[config.mk]
export PLATFORM = sky130hd
export DESIGN_NAME = alu_result_display
export DESIGN_NICKNAME = d
export VERILOG_FILES = /design/src/rtl/alu_result_display.sv
export SDC_FILE = /design/constraint.sdc
export NUM_CORES = 1
export LEC_CHECK = 0
export CAP_MARGIN = 30
export CORE_MARGIN = 5
export CORE_UTILIZATION = 55
export CTS_CLUSTER_SIZE = 20
export DETAILED_ROUTE_END_ITERATION = 16
export PLACE_DENSITY = 0.8
export SLEW_MARGIN = 20
export SYNTH_ARGS = -nofsm -noshare
export SYNTH_HDL_FRONTEND = slang
export SYNTH_SLANG_ARGS = --single-unit
[constraint.sdc]
create_clock -name clk -period 2.2 [get_ports clk]
set_clock_uncertainty 0.1 [all_clocks]
set_input_delay 0.33 -clock clk [delete_from_list [all_inputs] [get_ports clk]]
set_output_delay 0.33 -clock clk [all_outputs]
set_load 0.01 [all_outputs]
[src/rtl/alu_result_display.sv]
// ---------------------------------------------------------------------------
// alu_result_display : sequential double-dabble BCD converter driving three
// 7-segment digits with optional leading-zero blanking.
// Revision: 1.0
// ---------------------------------------------------------------------------
`default_nettype none

module alu_result_display #(
  parameter int BLANK_LZ       = 1,
  parameter int SEG_ACTIVE_LOW = 1
) (
  input  logic        clk,
  input  logic        rst_n,
  input  logic [7:0]  result,
  output logic [6:0]  hex0,
  output logic [6:0]  hex1,
  output logic [6:0]  hex2,
  output logic [11:0] bcd,
  output logic        busy,
  output logic        done
);

  typedef enum logic [1:0] {
    S_IDLE   = 2'd0,
    S_SHIFT  = 2'd1,
    S_COMMIT = 2'd2
  } state_t;

  localparam logic [6:0] C_BLANK = (SEG_ACTIVE_LOW != 0) ? 7'h7F : 7'h00;

  state_t      r_state;
  state_t      w_next;
  logic        r_have_value;
  logic [7:0]  r_captured;
  logic [19:0] r_sr;
  logic [2:0]  r_count;
  logic [19:0] w_adj;
  logic        w_start;
  logic [3:0]  w_hund;
  logic [3:0]  w_tens;
  logic [3:0]  w_ones;
  logic [6:0]  w_hex0;
  logic [6:0]  w_hex1;
  logic [6:0]  w_hex2;

  // Digits above 9 are unreachable; they fall through to blank.
  function automatic logic [6:0] seg_encode(input logic [3:0] d);
    logic [6:0] s;
    case (d)
      4'd0:    s = 7'b1000000;
      4'd1:    s = 7'b1111001;
      4'd2:    s = 7'b0100100;
      4'd3:    s = 7'b0110000;
      4'd4:    s = 7'b0011001;
      4'd5:    s = 7'b0010010;
      4'd6:    s = 7'b0000010;
      4'd7:    s = 7'b1111000;
      4'd8:    s = 7'b0000000;
      4'd9:    s = 7'b0010000;
      default: s = 7'b1111111;
    endcase
    return (SEG_ACTIVE_LOW != 0) ? s : ~s;
  endfunction

  assign w_start = !r_have_value || (result != r_captured);

  always_comb begin
    w_adj = r_sr;
    for (int i = 0; i < 3; i++) begin
      if (r_sr[8+4*i +: 4] >= 4'd5)
        w_adj[8+4*i +: 4] = r_sr[8+4*i +: 4] + 4'd3;
    end
  end

  assign w_hund = r_sr[19:16];
  assign w_tens = r_sr[15:12];
  assign w_ones = r_sr[11:8];

  assign w_hex0 = seg_encode(w_ones);
  assign w_hex1 = ((BLANK_LZ != 0) && (w_hund == 4'd0) && (w_tens == 4'd0))
                  ? C_BLANK : seg_encode(w_tens);
  assign w_hex2 = ((BLANK_LZ != 0) && (w_hund == 4'd0))
                  ? C_BLANK : seg_encode(w_hund);

  always_ff @(posedge clk or negedge rst_n) begin
    if (!rst_n) r_state <= S_IDLE;
    else        r_state <= w_next;
  end

  always_comb begin
    w_next = r_state;
    case (r_state)
      S_IDLE:   if (w_start) w_next = S_SHIFT;
      S_SHIFT:  if (r_count == 3'd7) w_next = S_COMMIT;
      S_COMMIT: w_next = S_IDLE;
      default:  w_next = S_IDLE;
    endcase
  end

  always_ff @(posedge clk or negedge rst_n) begin
    if (!rst_n) begin
      r_have_value <= 1'b0;
      r_captured   <= 8'd0;
      r_sr         <= 20'd0;
      r_count      <= 3'd0;
      bcd          <= 12'd0;
      hex0         <= C_BLANK;
      hex1         <= C_BLANK;
      hex2         <= C_BLANK;
      busy         <= 1'b0;
      done         <= 1'b0;
    end else begin
      done <= 1'b0;
      case (r_state)
        S_IDLE: begin
          if (w_start) begin
            r_captured <= result;
            r_sr       <= {12'd0, result};
            r_count    <= 3'd0;
            busy       <= 1'b1;
          end
        end
        S_SHIFT: begin
          r_sr    <= w_adj << 1;
          r_count <= r_count + 3'd1;
        end
        S_COMMIT: begin
          bcd          <= r_sr[19:8];
          hex0         <= w_hex0;
          hex1         <= w_hex1;
          hex2         <= w_hex2;
          done         <= 1'b1;
          busy         <= 1'b0;
          r_have_value <= 1'b1;
        end
        default: ;
      endcase
    end
  end

endmodule

`default_nettype wire

* After elaboration in Yosys (flattened, before gate mapping) *
Memory sizes are Yosys's and may differ from the RTL's. A register that Yosys moved wholly into a read port is not among the register bits.
Cells that the tools add are included.

storage, ports and cells
  register bits after elaboration = 62
  latch bits = 0
  RAM bits = 0
  memory bits (read-only) = 336
  input bits = 10
  output and inout bits = 35
  word-level logic and storage cells = 54
  memories kept = 3

cells by class
  $add $sub $neg = 4
  $mul = 0
  div/mod/pow operators = 0
  magnitude comparators = 3
  equality and inequality tests = 6
  shift-type cells = 0
  mux-type cells = 15
  bitwise logic cells = 0
  reductions and logical operators = 13

memory list
  memory           words  bits a word  rd ports  clocked after memory_dff  write ports  RTL line  RTL
  (no name shown)  16     7            1         0                         0            49        case (d)
  (no name shown)  16     7            1         0                         0            49
  (no name shown)  16     7            1         1                         0            49

operators by type and width
  operator             number
  $pmux 20 s2          1
  $mux 20              1
  $mux 7               2
  $ge 4x3->1 const B   3
  $add 4x2->4 const B  2
  $logic_not 4->1      2
  $mux 4               2
  $ne 8x8->1           1
  $reduce_and 2->1     4
  $mux 3               2
  $pmux 3 s2           1
  $mux 2               2
  $ne 2x2->1 const B   2
  $pmux 2 s2           1
  $reduce_bool 2->1    2
  $add 3x1->3 const B  1
  $add 3x2->3 const B  1
  $eq 3x3->1 const B   1
  $eq 2x1->1 const B   1
  $eq 2x2->1 const B   1
  $logic_not 1->1      2
  $logic_not 2->1      1
  $mux 1               2
  $pmux 1 s2           1
  other kinds (2)      2

* Depth between registers and ports, before layout *
Gate-level depths: netlist of run 1.

  word-level depth = 4
  mapped depth = 7

* Least setup slack after synthesis of run 1 *
Ideal clock, no wire load.

  path kind = register to register
  from = reg r_captured[5]
  to = reg r_sr[2]
  setup time = 128 ps
  arrival time = 1,499 ps
  path slack = 473 ps
  stages on the path, launching flop included = 7
  buffers on the path = 1
  period minus slack after synthesis = 1,727 ps
  path through = dfrtp_1 > xnor2_1 > nand4_2 > o41ai_4 > inv_2 > buf_6 > a2bb2oi_1

between the ends
  longest elaborated chain between the ends = 4

ends and longest elaborated chain
  element                     RTL line  RTL
  start: declaration          34        logic [7:0] r_captured;
  start signal: assignment    117       r_captured <= result;
  $ne 8x8->1                  65        assign w_start = !r_have_value || (result != r_captured);
  $logic_or 1x1->1            65
  $ne 2x2->1 (no line)        --
  $reduce_and 2->1 (no line)  --
  end signal: assignment      118       r_sr <= {12'd0, result};
  end signal: assignment      124       r_sr <= w_adj << 1;
  end: declaration            35        logic [19:0] r_sr;

Every way passes these cells.
A chain may end at the register's enable or synchronous reset.

* Worst setup path after layout of run 1 *
  from = reg r_sr[16]
  to = reg hex1[1]

between the ends
  longest elaborated chain between the ends = 3

ends and longest elaborated chain
  element                 RTL line  RTL
  $logic_not 4->1         80        assign w_hex1 = ((BLANK_LZ != 0) && (w_hund == 4'd0) && (w_tens == 4'd0))
  $logic_and 1x1->1       80
  $mux 7                  81        ? C_BLANK : seg_encode(w_tens);
  end signal: assignment  130       hex1 <= w_hex1;
  end: declaration        16        output logic [6:0] hex1,

Every way passes these cells.

==> results of run 1 <==
## final cells by class
cell class	instances	area (um^2)	area share
flip-flops and latches	69	1750	0.405
inverters	18	67.6	0.0156
clock buffers	12	165	0.0382
repair buffers	59	563	0.130
well taps	77	96.3	0.0223
clock inverters	4	45.0	0.0104
multi-input cells	245	1630	0.378
## cells by family after synthesis
| kind of cell | Yosys count | share of synthesized area |
|---|---|---|
| mux | 10 | 0.0301 |
| fa+ha+maj | 19 | 0.0672 |
| buf+inv | 37 | 0.0425 |
| xor+xnor | 12 | 0.0297 |
| simple gates | 93 | 0.120 |
| compound gates | 111 | 0.215 |
| flops | 69 | 0.496 |
## tightest hold or removal path, cell delays in order (launching register included)
cell	delay, ps
dfstp_2	370
nand2_1	40
o31ai_1	50
## metrics by stage
stage / cells / power (W) / area [um^2] / hold slack, ps / TNS, ps
2_1_floorplan: 351 / 0.00471 / 3540 / -65.6 / 0
3_3_place_gp: 467 / 0.00581 / 4100 / 276 / 0
3_5_place_dp: 467 / 0.00597 / 4100 / 279 / -49.2
4_1_cts: 484 / 0.00708 / 4320 / 374 / 0
5_1_grt: 484 / 0.00763 / 4320 / 385 / 0
6_report: 484 / 0.00702 / 4320 / 369 / 0
## final timing paths
| check | to | cells after the start |
|---|---|---|
| worst max-delay path | hex1[1] | 6 |
| worst min-delay path | hex0[1] | 2 |
| worst max register to register | hex1[1] | 6 |
| worst min register to register | hex0[1] | 2 |
| max in group asynchronous | hex0[6] | 3 |
| min in group asynchronous | r_captured[6] | 3 |
## what timing repair did
item / CTS / global route
gates resized for setup: 0 / 0
setup endpoints to repair: 0 / 0
hold buffers: 1 / 0
hold endpoints to repair: 48 / 0
## flip-flops by register name (all words and copies together) (netlist names)
register,count
r_have_value,1
r_captured,8
bcd,12
busy,1
hex0,7
hex1,7
r_state,2
done,1
r_sr,20
r_count,3
hex2,7
## routing by layer
metal | track usage | routed length [um]
met1 | 0.250 | 3350
met3 | 0.0417 | 289
met5 | 0 | 0
met4 | 0.0968 | 155
met2 | 0.313 | 3560
## where the power goes
part	internal (W)	total, W	switching (W)	leakage (nW)
registers	0.00201	0.00256	0.000552	0.810
clock network	0.000610	0.00108	0.000466	0.112
logic	0.00171	0.00339	0.00168	1.01
total	0.00432	0.00702	0.00270	1.93
## cells in the final DEF, fill, tap and decap left out, types with 2 or more instances in the layout
cell type and count:
dfrtp_1 48, nand2_1 43, clkdlybuf4s50_1 43, o21ai_0 41
nor2_1 27, a21oi_1 22, dfstp_2 21, ha_1 19
inv_1 17, buf_4 13, xnor2_1 12, clkbuf_8 12
nand2b_1 11, o22ai_2 7, o31ai_1 6, mux2_2 5
mux2i_1 5, o21a_1 4, o22a_1 4, nor3_1 3
a2bb2oi_1 3, a22o_2 3, o22ai_1 3, a221o_1 3
clkinv_2 3, a41oi_1 2, a211oi_1 2, o211ai_1 2
o21ai_2 2
==> summary.md, run 1 <==
| Metric | Value |
|---|---|
| CTS Sinks | `69` |
| Setup Viol. Count Final | `0` |
| CTS root buf | `clkbuf_8` |
| DRC violation count after routing | `0` |
| Starting Density | `0.560` |
| LEAKAGE | `1.93 nW` |
| Hold_sp | `hex0[1]` |
| CTS Buf Count | `9` |
| Slew Limit Headroom | `0.588` |
| P&R area growth vs syn | `22.3%` |
| Crit Path Category | `reg2reg` |
| Peak supply drop | `between 1 and 1.5 mV` |
| CP most frequent cell | `o21ai_0` |
| Global route total overflow | `0` |
| # diodes | `0` |
| Syn nets | `380` |
| DR vias | `2707` |
| DRT antenna net count | `0` |
| CP max-delay cell | `dfrtp_1` |
| Maximum number of pins on one net before global-route repair | `70` |
| Synth area leader | `dfrtp_1` |
| Number of synthesized flops with an enable pin | `0` |
| Total GRT Usage | `0.195` |
| Syn Inst Count | `about 350` |
| Ys flop type | `dfrtp_1` |
| Family with the most delay on the worst path | `compound AO/OA/AOI/OAI gates` |
| Seq/Total Area, Yosys | `0.496` |
| CP Launch Type | `flop` |
| Iter 0 DRT Violations | `slightly above 90` |
| Chip width | `between 90 and 100 um` |
| WP buf/inv | `1` |
| Critical path origin | `r_sr[16]` |
| Tightest Pin Transition | `615 ps` |
| First-pass GRT wire length | `about 13000 um` |
| RSZ-0062 raised after global routing | `no` |
| Final Wtd Congestion | `between 0.8 and 0.9` |
| CP Max Fanout | `7` |
| Max H-tree Level | `3` |
| Seq cells post-synth | `69` |
| Area contributors post-synth | `dfrtp_1 (34%), dfstp_2 (16%), ha_1 (6.7%)` |
| Worst setup margin | `260 ps` |
| Status | `complete, no violations` |
| Final min period | `1940 ps` |
| Initial antenna violation count | `0` |
| Yosys top cell area share | `0.340` |
| Most common cell in the netlist | `dfrtp_1` |
| Routed WL | `7360 um` |
| Die span in y | `90.2 um` |
| Min-Delay Path Class | `reg2reg` |
| Mapped Area | `3540 um^2` |
| Cell variety after synth | `46` |
| Post-CTS Setup Bufs | `0` |
| Vias/cell | `5.59` |
| Layout cells sized above 1 | `0.187` |
| Port Buffers | `44` |
| R2R Setup Slk | `260 ps` |
| Vias in the first global route | `~2800` |
| Clk_lat worst skew | `350 ps` |
| Slowest stage delay, CP | `410 ps` |
| Core ar. | `6310 um^2` |
| FF-to-FF Start | `r_sr[16]` |
| CTS tree | `yes` |
| Async S/R FF share, synth | `1.00` |
| Power Dens Cells | `between 1500 and 2000 nW/um^2` |
| Routed len/inst | `15.2 um` |
| F_max | `~0.52 GHz` |
| Row count | `29` |
| Hold Violations, Final | `0` |
| Crit path cell chain | `inv_1 -> ha_1 -> a41oi_1 -> o21ai_0 -> o21ai_0 -> o21ai_0` |
| Syn_area_per_cell | `10.1 um^2` |
| DP Worst Slack | `-49.2 ps` |
| Die footprint | `8130 um^2` |
| Number of max-cap violations | `0` |
| DR pass1 iterations | `4` |
| CP endpoint kind | `flop` |
| Fillers | `about 510` |
| Clk slew on worst S/H paths | `70 ps` |
| Crit path required time | `roughly 2400 ps` |
| Tcrit/Tclk final | `0.882` |
| Clock Path Buffers | `2` |
| Final design utilization | `0.685` |
| Top post-synthesis cells by count | `dfrtp_1 (48), nand2_1 (43), o21ai_0 (41)` |
| Syn. warnings | `0` |
| Post-DP HPWL | `5310 um` |
| Nets | `431` |
| Ports | `45` |
| Worst Path Arrival | `between 2000 and 2500 ps` |
| Slew Viols, Final | `0` |
(Power assumes the default switching activity.)
==> run 2: changes to the inputs <==
CORE_UTILIZATION = 60   (was 55)
CTS_CLUSTER_DIAMETER = 50   (was unset)
PLACE_DENSITY = 0.87   (was 0.8)
clock period = 2.3 ns   (was 2.2 ns; I/O delays follow)
==> run 2 against run 1 <==
Net effect: routed wire length down 0.83%; sequential cell count did not move; count of clock-buffer cells in the layout is the same; combinational power is 4% lower; sequential power is 5% lower; power fell by 2.0%; largest power group unchanged; highest routed layer unchanged.
==> summary.md, run 2 (synthesis gave the netlist of run 1 again) <==
| Metric | Value |
|---|---|
| Status | `complete, no violations (unchanged)` |
| Power Dens Cells | `1590 nW/um^2 (was 1630 nW/um^2)` |
| Post-CTS Setup Bufs | `0 (unchanged)` |
| Crit Path Category | `reg2reg (unchanged)` |
| Pint | `0.00429 W (was 0.00432 W)` |
| F_max | `0.520 GHz (was 0.515 GHz)` |
| Biggest regs | `r_sr: 20 flops, bcd: 12 flops, r_captured: 8 flops (unchanged)` |
| CP most frequent cell | `a21oi_1 (was o21ai_0)` |
| Worst Path Arrival | `2050 ps (was 2110 ps)` |
| First-pass GRT wire length | `12800 um (was 13100 um)` |
| Commonest cells after routing, fill and taps aside | `dfrtp_1 (48), nand2_1 (43), clkdlybuf4s50_1 (43), o21ai_0 (41), nor2_1 (27) (unchanged)` |
| Design area | `4330 um^2 (was 4320 um^2)` |
| Vias/cell | `5.78 (was 5.59)` |
| Tightest Pin Transition | `602 ps (was 615 ps)` |
| Final non-filler cell total | `479 (was 484)` |
| Final min period | `1920 ps (was 1940 ps)` |
| Initial antenna violation count | `0 (unchanged)` |
| P&R area growth vs syn | `22.4% (was 22.3%)` |
| Post-DP HPWL | `5050 um (was 5310 um)` |
| Area after DPL | `4080 um^2 (was 4100 um^2)` |
| Reg2reg path depth | `7 (was 6)` |
| Peak supply drop | `0.880 mV (was 1.01 mV)` |
| # diodes | `0 (unchanged)` |
| Tcrit/Tclk final | `0.836 (was 0.882)` |
| Clk_lat worst skew | `350 ps (about the same)` |
| Setup Viol. Count Final | `0 (unchanged)` |
| Min-Delay Path Class | `reg2reg (unchanged)` |
| Port Buffers | `44 (unchanged)` |
| Seq pwr share | `0.353 (was 0.364)` |
| Routed WL | `7300 um (was 7360 um)` |
| DR pass1 iterations | `4 (unchanged)` |
| Max reg flops | `20 (unchanged)` |
| Die footprint | `7530 um^2 (was 8130 um^2)` |
| Iter 0 DRT Violations | `202 (was 93)` |
| Row count | `28 (was 29)` |
| Hold Violations, Final | `0 (unchanged)` |
| Final Wtd Congestion | `0.895 (was 0.847)` |
| Crit path required time | `2430 ps (was 2370 ps)` |
| Die span in y | `86.8 um (was 90.2 um)` |
| Post_cts resized | `0 (unchanged)` |
| CTS tree | `yes (unchanged)` |
| Switching Share | `0.377 (was 0.384)` |
| Vias in the first global route | `2690 (was 2831)` |
| Clock network power share | `0.175 (was 0.153)` |
| DR vias | `2768 (was 2707)` |
| Total GRT Usage | `0.216 (was 0.195)` |
| CTS root buf | `clkbuf_8 (unchanged)` |
| Slew Viols, Final | `0 (unchanged)` |
| Global route total overflow | `0 (unchanged)` |
| Most common cell after layout, fill and taps aside | `dfrtp_1 (unchanged)` |
| Routed len/inst | `15.2 um (about the same)` |
| Layout cells sized above 1 | `0.176 (was 0.187)` |
| Core ar. | `5820 um^2 (was 6310 um^2)` |
| DRC violation count after routing | `0 (unchanged)` |
| Setup TNS | `0 ps (unchanged)` |
| Nets | `428 (was 431)` |
| Max H-tree Level | `3 (unchanged)` |
| Chip width | `86.8 um (was 90.2 um)` |
| Placed Cells incl. Taps | `462 (was 467)` |
| DRT antenna net count | `0 (unchanged)` |
| CP Max Fanout | `7 (unchanged)` |
| Ports | `45 (unchanged)` |
| CP max-delay cell | `dfrtp_1 (unchanged)` |
| Sw power | `0.00259 W (was 0.00270 W)` |
| Hold depth | `2 (unchanged)` |
| Top reg by flops | `r_sr (unchanged)` |
| Clock Path Buffers | `2 (unchanged)` |
| CP endpoint kind | `flop (unchanged)` |
| Slew Limit Headroom | `0.599 (was 0.588)` |
| Clk slew on worst S/H paths | `70 ps (about the same)` |
| LEAKAGE | `1.93 nW (about the same)` |
| Slowest stage delay, CP | `490 ps (was 410 ps)` |
| RSZ-0062 raised after global routing | `no (unchanged)` |
| CTS Buf Count | `9 (unchanged)` |
| CTS Sinks | `69 (unchanged)` |
| CP Launch Type | `flop (unchanged)` |
| Maximum number of pins on one net before global-route repair | `48 (was 70)` |
| Crit path cell chain | `inv_1 -> ha_1 -> nand2b_1 -> a21oi_1 -> nor2_1 -> a21oi_1 -> o22ai_2 (was inv_1 -> ha_1 -> a41oi_1 -> o21ai_0 -> o21ai_0 -> o21ai_0)` |
| Gate power share | `0.472 (was 0.483)` |
| Number of max-cap violations | `0 (unchanged)` |
| Starting Density | `0.608 (was 0.560)` |
run 2: cell type report:
class | count | area [um^2]
Tap cell | 75 | 93.8
Clock buffer | 12 | 145
Fill cell | 425 | 1490
Sequential cell | 69 | 1750
Timing Repair Buffer | 56 | 541
Clock inverter | 4 | 95.1
Inverter | 18 | 67.6
Multi-Input combinational cell | 245 | 1630
run 2: layer usage:
metal  vias to the layer above  GRT usage  routed length [um]
met5                         -          0                   0
met4                         0     0.0907                 144
met3                        15     0.0418                 311
met2                        57      0.332                3540
met1                      1370      0.300                3300
li1                       1326          -                   -
run 2: what timing repair did:
item,CTS,global route
hold endpoints to repair,10,0
setup endpoints to repair,0,0
hold buffers,1,0
run 2: worst paths after layout:
| kind | startpoint | to | slack [ps] |
|---|---|---|---|
| worst max-delay path | r_sr[9] | r_sr[10] | 380 |
| min in group asynchronous | rst_n | bcd[9] | 430 |
| worst min-delay path | hex0[1] | hex0[1] | 370 |
| max in group asynchronous | rst_n | hex0[5] | 990 |
| worst max register to register | r_sr[9] | r_sr[10] | 380 |
| worst min register to register | hex0[1] | hex0[1] | 370 |
run 2: metrics by stage:
| step | utilization | hold slack, ps | power, W | worst slack, ps |
|---|---|---|---|---|
| floorplan | - | -50.6 | 0.00451 | 573 |
| global placement | 0.701 | 276 | 0.00554 | 96.0 |
| detailed placement | 0.701 | 287 | 0.00567 | 33.0 |
| CTS | 0.744 | 376 | 0.00692 | 393 |
| global route | 0.744 | 390 | 0.00742 | 136 |
| finish | 0.744 | 373 | 0.00689 | 377 |
run 2: power by group through the flow:
stage                     Sequential (W)  Clock (W)  Combinational (W)
after floorplan                  0.00239          0            0.00212
after global placement           0.00241          0            0.00313
after detailed placement         0.00243          0            0.00324
after CTS                        0.00242    0.00122            0.00327
after global routing             0.00253    0.00128            0.00361
final                            0.00243    0.00121            0.00325
run 2: critical path, delay by kind of cell (launching register included):
kind | cells | cell delay, ps
compound gates | 3 | 540
flops | 1 | 490
simple gates | 2 | 250
fa+ha+maj | 1 | 230
buf+inv | 1 | 200
==> run 3: changes to the inputs <==
CORE_UTILIZATION = 50   (was 60)
PLACE_DENSITY = 0.77   (was 0.87)
clock period = 1.7 ns   (was 2.3 ns; I/O delays follow)
==> run 3 against run 2 <==
Net effect: the run now ends with negative setup slack left; highest routed layer unchanged; clock power hardly changed; global-route usage decreased by 1.5 points; cell area increased by 7.0%; sequential power up 33%; power rose by 38%; register-to-register slack got worse by 460 ps; combinational power rose by 55%; hold slack lost 36 ps; non-clock buffer count rose by 29; critical path depth fell by 1; count of clock-buffer cells in the layout rose by 1; sequential share of layout area is 2.6 points lower.
==> summary.md, run 3 (synthesis gave the netlist of run 1 again) <==
| Metric | Value |
|---|---|
| Hold Violations, Final | `0 (unchanged)` |
| LEAKAGE | `2.09 nW (was 1.93 nW)` |
| Design area | `4630 um^2 (was 4330 um^2)` |
| # diodes | `0 (unchanged)` |
| Slowest stage delay, CP | `660 ps (was 490 ps)` |
| Max reg flops | `20 (unchanged)` |
| Fillers | `537 (was 425)` |
| Crit path depth | `6 (was 7)` |
| First-pass GRT wire length | `13700 um (was 12800 um)` |
| Routed WL | `7940 um (was 7300 um)` |
| Post-DP HPWL | `5580 um (was 5050 um)` |
| Family with the most delay on the worst path | `simple AND/OR/NAND/NOR gates (was compound AO/OA/AOI/OAI gates)` |
| Final Wtd Congestion | `0.868 (was 0.895)` |
| R2R Setup Slk | `-80 ps (was 380 ps)` |
| WHS | `337 ps (was 373 ps)` |
| Tcrit/Tclk final | `1.06` |
| DR pass1 iterations | `4 (unchanged)` |
| DR vias | `2891 (was 2768)` |
| CTS tree | `yes (unchanged)` |
| Reg-to-reg endpoint | `r_sr[7] (was r_sr[10])` |
| Final non-filler cell total | `530 (was 479)` |
| Iter 0 DRT Violations | `100 (was 202)` |
| Peak supply drop | `0.875 mV (was 0.880 mV)` |
| Row count | `30 (was 28)` |
| Routed len/inst | `15.0 um (was 15.2 um)` |
| Vias/cell | `5.45 (was 5.78)` |
| CP Launch Type | `input pin (was flop)` |
| CTS root buf | `clkbuf_8 (unchanged)` |
| Max H-tree Level | `3 (unchanged)` |
| Failing checks | `negative setup slack` |
| Maximum number of pins on one net before global-route repair | `70 (was 48)` |
| RSZ-0062 raised after global routing | `yes (was no)` |
| PnR Total Power | `0.00949 W (was 0.00689 W)` |
| Multi-input logic area | `1750 um^2 (was 1630 um^2)` |
| Core ar. | `6830 um^2 (was 5820 um^2)` |
| Layout cells sized above 1 | `0.276 (was 0.176)` |
| Final min period | `between 1500 and 2000 ps` |
| Worst Path Arrival | `1930 ps (was 2050 ps)` |
| CP Max Fanout | `3 (was 7)` |
| Total GRT Usage | `0.200 (was 0.216)` |
| Starting Density | `0.518 (was 0.608)` |
| DRT antenna net count | `0 (unchanged)` |
| Global route total overflow | `0 (unchanged)` |
| Top reg by flops | `r_sr (unchanged)` |
| Setup Viol. Count Final | `13 (was 0)` |
| Tightest Pin Transition | `541 ps (was 602 ps)` |
| Crit Path Category | `in2reg (was reg2reg)` |
| Initial antenna violation count | `0 (unchanged)` |
| Area after DPL | `4310 um^2 (was 4080 um^2)` |
| Vias in the first global route | `2943 (was 2690)` |
| WP buf/inv | `1 (unchanged)` |
| Reg2reg path depth | `5 (was 7)` |
| Most common cell after layout, fill and taps aside | `dfrtp_1 (unchanged)` |
| Min-Delay Path Class | `in2async (was reg2reg)` |
| Register area | `1760 um^2 (was 1750 um^2)` |
| Crit path cell chain | `clkdlybuf4s50_1 -> xnor2_2 -> nand3_2 -> or4_2 -> o31ai_1 -> a21oi_1 (was inv_1 -> ha_1 -> nand2b_1 -> a21oi_1 -> nor2_1 -> a21oi_1 -> o22ai_2)` |
| CTS Buf Count | `9 (unchanged)` |
| FF-to-FF Start | `r_captured[6] (was r_sr[9])` |
| Nets | `458 (was 428)` |
| Port Buffers | `44 (unchanged)` |
| DRC violation count after routing | `0 (unchanged)` |
| Slew Viols, Final | `0 (unchanged)` |
| Biggest regs | `r_sr: 20 flops, bcd: 12 flops, r_captured: 8 flops (unchanged)` |
| CTS Sinks | `69 (unchanged)` |
| Die span in y | `94.1 um (was 86.8 um)` |
| Clk slew on worst S/H paths | `70 ps (about the same)` |
| Power Dens Cells | `2050 nW/um^2 (was 1590 nW/um^2)` |
| Die footprint | `8850 um^2 (was 7530 um^2)` |
| Clock Path Buffers | `2 (unchanged)` |
| Number of max-cap violations | `0 (unchanged)` |
| Clk_lat worst skew | `350 ps (about the same)` |
| Critical path origin | `result[6] (was r_sr[9])` |
| Commonest cells after routing, fill and taps aside | `dfrtp_1 (45), nand2_1 (43), o21ai_0 (38), buf_4 (38), nor2_1 (26) (was dfrtp_1 (48), nand2_1 (43), clkdlybuf4s50_1 (43), o21ai_0 (41), nor2_1 (27))` |
| P&R area growth vs syn | `31.0% (was 22.4%)` |
| Status | `finished, violations left (was complete, no violations)` |
| F_max | `0.556 GHz` |
| Chip width | `94.1 um (was 86.8 um)` |
| Placed Cells incl. Taps | `511 (was 462)` |
| Slew Limit Headroom | `0.639 (was 0.599)` |
| CP max-delay cell | `or4_2 (was dfrtp_1)` |
| Crit path required time | `1830 ps (was 2430 ps)` |
| CP endpoint kind | `flop (unchanged)` |
| Ports | `45 (unchanged)` |
| Worst setup margin | `-97.5 ps (was 377 ps)` |
## run 3: where the power goes
| part | leakage [nW] | internal (W) | switching (W) |
|---|---|---|---|
| combinational | 1.20 | 0.00252 | 0.00251 |
| sequential | 0.806 | 0.00260 | 0.000626 |
| clock | 0.0857 | 0.000608 | 0.000616 |
| total | 2.09 | 0.00573 | 0.00376 |
## run 3: per-stage QoR
step | utilization | setup WS (ps) | setup TNS [ps]
after floorplan | - | -23.9 | -23.9
after global placement | 0.632 | -397 | -7250
after detailed placement | 0.632 | -435 | -8710
after CTS | 0.663 | -93.2 | -271
after global routing | 0.678 | -149 | -2110
final | 0.678 | -97.5 | -560
## run 3: how the worst max path moves through the flow
stage | to | slack, ps
2_1_floorplan | r_sr[2] | -20
3_3_place_gp | r_sr[7] | -400
3_5_place_dp | r_sr[7] | -440
4_1_cts | r_sr[7] | -90
5_1_grt | r_sr[15] | -150
6_report | r_sr[7] | -100
## run 3: final cells by class
| class | count | area share |
|---|---|---|
| Timing Repair inverter | 1 | 0.00135 |
| Sequential cell | 69 | 0.379 |
| Clock inverter | 3 | 0.00432 |
| Timing Repair Buffer | 85 | 0.159 |
| Multi-Input combinational cell | 245 | 0.378 |
| Tap cell | 96 | 0.0259 |
| Clock buffer | 13 | 0.0343 |
| Inverter | 18 | 0.0176 |
## run 3: routing by layer
metal | track usage | share of wire
met4 | 0.128 | 0.036
met1 | 0.251 | 0.44
met5 | 0 | 0
met3 | 0.0401 | 0.043
met2 | 0.314 | 0.48
## run 3: what timing repair did
item / 4_1_cts / 5_1_grt
buffers inserted: 1 / 0
hold endpoints to repair: 48 / 0
gates resized for setup: 29 / 22
hold buffers: 1 / 0
gates cloned: 1 / 0
pin swaps: 1 / 4
setup endpoints to repair: 37 / 35
## run 3: worst register-to-register path, cell delays in order (launching register included)
cell,delay (ps)
dfrtp_1,410
xnor2_2,150
nand3_2,150
or4_2,660
o31ai_1,90
a21oi_1,100
